File: config.mk
export PLATFORM = sky130hd
export DESIGN_NAME = sram_wmask_param
export DESIGN_NICKNAME = d
export VERILOG_FILES = /design/src/rtl/sram_wmask_param.sv
export SDC_FILE = /design/constraint.sdc
export NUM_CORES = 2
export LEC_CHECK = 0
export CORE_AREA = 3 3 537 406
export DETAILED_ROUTE_END_ITERATION = 12
export DIE_AREA = 0 0 540 409
export DONT_BUFFER_PORTS = 1
export MAX_ROUTING_LAYER = met4
export PLACE_DENSITY = 0.76
export SETUP_SLACK_MARGIN = 0.3
export SYNTH_ARGS = -nofsm -noshare
export SYNTH_HDL_FRONTEND = slang
export SYNTH_SLANG_ARGS = --single-unit
File: constraint.sdc
create_clock -name CLK -period 10.8 [get_ports CLK]
set_input_delay 1.08 -clock CLK [delete_from_list [all_inputs] [get_ports CLK]]
set_output_delay 1.08 -clock CLK [all_outputs]
set_load 0.01 [all_outputs]
File: src/rtl/sram_wmask_param.sv
// Parametrised single-port synchronous SRAM with per-lane write mask,
// 1- or 2-edge read latency, read-valid strobe and optional post-reset zero fill.
module sram_wmask_param #(
  parameter int WIDTH      = 160,
  parameter int DEPTH      = 16,
  parameter int ADDR_W     = 4,
  parameter int NLANE      = 10,
  parameter int RD_LAT     = 1,
  parameter int CLR_ON_RST = 1,
  parameter int WRITE_THRU = 0
) (
  input  logic              CLK,
  input  logic              RESET_N,
  input  logic              CEN,
  input  logic              WEN,
  input  logic [ADDR_W-1:0] A,
  input  logic [WIDTH-1:0]  D,
  input  logic [NLANE-1:0]  BWEN,
  output logic [WIDTH-1:0]  Q,
  output logic              QV,
  output logic              BUSY
);

  localparam int LW = WIDTH / NLANE;

  typedef enum logic {S_IDLE, S_CLEAR} state_t;

  state_t            state, state_nx;
  logic [ADDR_W-1:0] ptr;
  logic              clr_we;
  logic [WIDTH-1:0]  mem [DEPTH];

  logic              acc, in_rng, do_wr;
  logic [WIDTH-1:0]  old_word, merged;
  logic [WIDTH-1:0]  rd_word_p0;
  logic              vld_p0;
  logic [WIDTH-1:0]  out_word;
  logic              out_vld;

  always_ff @(posedge CLK) begin
    if (!RESET_N) state <= (CLR_ON_RST != 0) ? S_CLEAR : S_IDLE;
    else          state <= state_nx;
  end

  always_comb begin
    state_nx = state;
    if (state == S_CLEAR && ptr == ADDR_W'(DEPTH - 1)) state_nx = S_IDLE;
  end

  always_comb begin
    BUSY   = (state == S_CLEAR);
    clr_we = (state == S_CLEAR) && RESET_N;
  end

  always_ff @(posedge CLK) begin
    if (!RESET_N)    ptr <= '0;
    else if (clr_we) ptr <= ptr + 1'b1;
  end

  // Stage 0: request decode, array lookup and lane merge
  always_comb begin
    acc      = !BUSY && !CEN && RESET_N;
    in_rng   = (32'(A) < 32'(DEPTH));
    do_wr    = acc && !WEN && in_rng;
    old_word = in_rng ? mem[A] : '0;
    merged   = old_word;
    for (int l = 0; l < NLANE; l++) begin
      if (!BWEN[l]) merged[l*LW +: LW] = D[l*LW +: LW];
    end
    vld_p0     = acc && (WEN || (WRITE_THRU != 0));
    rd_word_p0 = WEN ? old_word : (in_rng ? merged : '0);
  end

  always_ff @(posedge CLK) begin
    if (clr_we) begin
      mem[ptr] <= '0;
    end else if (do_wr) begin
      for (int l = 0; l < NLANE; l++) begin
        if (!BWEN[l]) mem[A][l*LW +: LW] <= D[l*LW +: LW];
      end
    end
  end

  // Stage 1: optional extra register for the two-edge read latency
  generate
    if (RD_LAT == 2) begin : g_lat2
      logic [WIDTH-1:0] data_p1;
      logic             vld_p1;
      always_ff @(posedge CLK) begin
        if (!RESET_N) begin
          vld_p1  <= 1'b0;
          data_p1 <= '0;
        end else begin
          vld_p1 <= vld_p0;
          if (vld_p0) data_p1 <= rd_word_p0;
        end
      end
      assign out_word = data_p1;
      assign out_vld  = vld_p1;
    end else begin : g_lat1
      assign out_word = rd_word_p0;
      assign out_vld  = vld_p0;
    end
  endgenerate

  // Output stage: Q holds between accepted results
  always_ff @(posedge CLK) begin
    if (!RESET_N) begin
      Q  <= '0;
      QV <= 1'b0;
    end else begin
      QV <= out_vld;
      if (out_vld) Q <= out_word;
    end
  end

endmodule

* Word-level counts from Yosys, hierarchy flattened *
Memory sizes are Yosys's and may differ from the RTL's.
Cells that the tools add are included.
W data, S select, Z words.

cells by class
  $add $sub $neg = 1
  multipliers = 0
  divide/modulo/power cells = 0
  $lt $le $gt $ge = 0
  equality and inequality tests = 1
  shift operators = 0
  muxes and demuxes = 56
  bitwise operators = 0
  reduce and logical (&&, ||, !) cells = 10

operators with widths
  operator               number
  $mux W160              2
  $mux W16               10
  $reduce_or A160 Y1     1
  $mux W1                42
  $mux W10               1
  $logic_and A1 B1 Y1    6
  $add A4 B1 Y4 const B  1
  $eq A4 B4 Y1 const B   1
  $mux W4                1
  $logic_not A1 Y1       3

word-level totals
  bits in registers = 166
  bits in latches = 0
  bits in writable memories = 2560
  memory bits (read-only) = 0
  bits of input ports = 178
  output and inout port bits = 162
  logic and storage cells = 73
  memories = 1

memory list
  memory  depth  width  rd ports  clocked after memory_dff  write ports  RTL line  RTL
  mem     16     160    1         0                         1            31        logic [WIDTH-1:0] mem [DEPTH];

* Logic depth before layout (Yosys ltp) *
  depth in word-level cells = 9
  depth in mapped cells = 9
  mapped depth without buffers = 5

* Worst setup path before layout *
Ideal clock, no wire load.

  path type = input to register
  start point = in RESET_N
  end point = mem mem[14][0] (enable)
  library setup time = 0.409 ns
  arrival time = 3.774 ns
  data required time = 10.391 ns
  setup slack = 6.617 ns
  stages on the path = 6
  buffers on the path = 2
  cells stage by stage = clkbuf_1 > or4b_4 > a31oi_4 > mux2_2 > buf_2 > nor3_1

between the ends
  longest elaborated chain between the ends = 7
  elaborated cells on any way between the ends = 38
  classes of those cells = mux (34); reduce/logical (4)

ends and longest elaborated chain
  element                                        RTL line  RTL
  from (decl)                                    13        input logic RESET_N,
  $logic_and A1 B1 Y1                            62        acc = !BUSY && !CEN && RESET_N;
  $logic_and A1 B1 Y1                            64        do_wr = acc && !WEN && in_rng;
  $mux W1                                        77        end else if (do_wr) begin
  $mux W1                                        75        if (clr_we) begin
  $mux W1 (implied by the code)                  79        if (!BWEN[l]) mem[A][l*LW +: LW] <= D[l*LW +: LW];
  $reduce_or A160 Y1 (no line)                   --
  $mux W4 (no line) or $mux W10 (tied branches)  --
  to (decl)                                      31

Several ways; a longest one is shown, not always the timed one.

* Final worst setup path *
  start point = reg state (netlist: BUSY)
  end point = mem mem[4][93] (enable)

between the ends
  longest elaborated chain between the ends = 9
  elaborated cells on any way between the ends = 40
  classes of those cells = mux (34); reduce/logical (6)

ends and longest elaborated chain
  element                                        RTL line  RTL
  from (decl)                                    28        state_t state, state_nx;
  from (signal assigned)                         41        if (!RESET_N) state <= (CLR_ON_RST != 0) ? S_CLEAR : S_IDLE;
  from (signal assigned)                         42        else state <= state_nx;
  $logic_not A1 Y1                               62
  $logic_and A1 B1 Y1 (2 in series)              62
  $logic_and A1 B1 Y1                            64
  $mux W1                                        77
  $mux W1                                        75
  $mux W1 (implied by the code)                  79
  $reduce_or A160 Y1 (no line)                   --
  $mux W4 (no line) or $mux W10 (tied branches)  --

Several ways; a longest one is shown, not always the timed one.

==> flow_summary.json <==
{
  "syn_area_um2": 104000,
  "die_h_um": 409,
  "hold_path_depth": 2,
  "worstPathMaxFanout": 63,
  "gp_congestion": 0.8299,
  "area_growth_pct": 11.81,
  "r2r_slack_ns": 5.97,
  "total_power_mw": 21.08,
  "rows": 147,
  "vdd_drop_max_mv": 0.1524,
  "syn_nets": 5074,
  "port_buffers": 0,
  "fin_crit_sh_pct": 44.68,
  "leakagePower_nw": 38.62,
  "combPwrFrac_pct": 3.4,
  "setup_ws_ns": 5.975,
  "synth_edf_count": 2560,
  "final_cell_mix": "edfxtp_1, mux4_2, clkbuf_16, nand3_1, dfxtp_1",
  "worst-slew-pin-transition_ns": 1.549,
  "cts_setup_buffers": 0,
  "core-area_um2": 213400,
  "path_clk_slew_ns": 0.07,
  "tns_ns": 0,
  "drtIter0Drc": 6757,
  "route.detailed.drc": 0,
  "p_clk_share_pct": 41.9,
  "synth_top_area_cell": "edfxtp_1",
  "cts_tree": "built",
  "num-fill-cells": 15470,
  "cts_hold_buffers": 0,
  "layout-drive-gt1-share_pct": 26.29,
  "min_from": "RESET_N",
  "synth_area_per_cell_um2": 21.25,
  "clk_latency_ns": 0.89,
  "switching_share_pct": 20.78,
  "r2r_cells": 8,
  "viasPerCell": 6.328,
  "numCtsBuffers": 240,
  "hold_end": "Q[102]$_SDFFE_PN0P_",
  "path_class": "reg2reg",
  "finalSetupViolations": 0,
  "reg2reg_to": "mem[4][93]$_DFFE_PP_",
  "cts_root_buffer": "clkbuf_16",
  "initial_utilization_pct": 48.76,
  "die_area_um2": 220900,
  "p_switching_mw": 4.381,
  "synth-seq-cells": 2726,
  "first_pass_iters": 5,
  "worstSetupStartpointType": "register",
  "maxSlewHeadroom_pct": -3.235,
  "p_int_mw": 16.70,
  "cp.arrival_ns": 5.42,
  "drt-total-wl_um": 262200,
  "postCtsResizedCells": 0,
  "antenna_found_initial": 54,
  "synth_flop_cell": "edfxtp_1",
  "yosys_warnings": 0,
  "worstSetupEndpointType": "register",
  "pre_cts_ws_ns": 5.140,
  "die_w_um": 540,
  "hold_slack_ns": 0.3525,
  "fin_crit_ns": 4.825,
  "drv_slew": 39,
  "mostFrequentLayoutCell": "edfxtp_1",
  "clockBufferDepth": 3,
  "num_vias": 50890,
  "powerDensity_nw_per_um2": 181.3,
  "routedWlPerCell_um": 32.60,
  "run_status": "complete, but fails checks",
  "synth_seq_area_share_pct": 77.10,
  "cts.sinks": 2726,
  "violations": "max-slew violations",
  "htreeDepth": 4,
  "io_pins": 340,
  "grt-ovfl-total": 0,
  "hp-class": "in2reg",
  "grtUsageTotal_pct": 24.29,
  "grt_pass1_wl_um": 374800,
  "synth-async-reset-ratio_pct": 0,
  "cp.required_ns": 11.39,
  "fin_util_pct": 54.51,
  "first_global_vias": 50600,
  "max_freq_mhz": 207.3,
  "drv_cap": 0,
  "synth_top_area_share_pct": 73.90,
  "ys_types": 41,
  "dpl.hpwl_um": 153300,
  "synth_area_leaders": "edfxtp_1, mux4_2, dfxtp_1",
  "synth_cells": 4895,
  "finalClockSkew_ns": 0.07063,
  "rsz0062_at_grt": "false",
  "ant_nets": 0,
  "hold_viol": 0,
  "worstReg2RegStart": "BUSY$_SDFFE_PN1P_",
  "grt_max_degree": 488,
  "pwr-share-seq_pct": 54.7,
  "fin_nets": 5132,
  "startpoint": "BUSY$_SDFFE_PN1P_"
}
worst max-delay path, cell delays in order, from the launching register on:
cell,delay (ns)
dfxtp_1,0.33
or4b_4,0.73
a31oi_4,0.23
buf_4,0.78
mux2i_4,0.76
buf_4,0.50
buf_4,0.57
nor3_2,0.22
buf_4,0.26
power groups by stage:
stage	Clock, mW	Sequential [mW]	Combinational (mW)
global placement	0	11.8	0.609
floorplan	0	11.7	0.535
CTS	8.91	11.5	0.621
finish	8.83	11.5	0.717
detailed placement	0	11.8	0.617
global route	9.33	11.5	0.751
flip-flops by register name, summed over array words and instances, names as in the netlist:
register  flops
mem        2560
BUSY          1
QV            1
ptr           4
Q           160
cell type report:
class	count	area [um^2]	share of cell area, %
clock buffers	313	6563	5.642
repair buffers	144	1209	1.039
diodes	40	100.1	0.08606
flip-flops and latches	2726	80200	68.95
multi-input cells	1840	23040	19.81
inverters	1	6.256	0.005379
well taps	2831	3542	3.046
clock inverters	146	1648	1.417
per-stage QoR:
step | std cells | cell area [um^2]
2_1_floorplan | 4895 | 104000
3_3_place_gp | 7534 | 107800
3_5_place_dp | 7535 | 107800
4_1_cts | 7994 | 116000
5_1_grt | 8031 | 116300
6_report | 8041 | 116300
logic make-up after synthesis:
family,share of synthesized area (%)
XOR/XNOR,0.02526
multiplexers,14.81
AO/OA/AOI/OAI,2.323
buffers and inverters,1.457
flip-flops,77.10
AND/OR/NAND/NOR,4.277
adder cells (fa/ha/maj),0.01203
metal layers:
metal	vias up	share of wire [%]	GRT usage [%]
met1	26920	39	33.32
met2	3006	47	35.30
met5	-	0	-
met3	393	12	7.898
li1	20570	-	-
met4	0	2.7	6.512
cell usage after synthesis (all sizes together) (80+ instances only):
cell / count
edfxtp: 2560
buf: 163
o21ai: 155
a22oi: 107
and3: 88
dfxtp: 166
nand3: 178
mux4: 640
nand2: 104
mux2i: 80
and2: 164
nor3: 161
clkbuf: 165
worst max path at each step:
stage | to | slack (ns) | cells past startpoint
3_5_place_dp | mem[0][82]$_DFFE_PP_ | 5.14 | 7
5_1_grt | mem[12][89]$_DFFE_PP_ | 5.84 | 7
3_3_place_gp | mem[0][83]$_DFFE_PP_ | 5.27 | 7
4_1_cts | mem[0][83]$_DFFE_PP_ | 5.83 | 7
6_report | mem[4][93]$_DFFE_PP_ | 5.97 | 8
2_1_floorplan | mem[14][0]$_DFFE_PP_ | 6.62 | 6
Note: power is estimated with default switching activity, not from simulation.
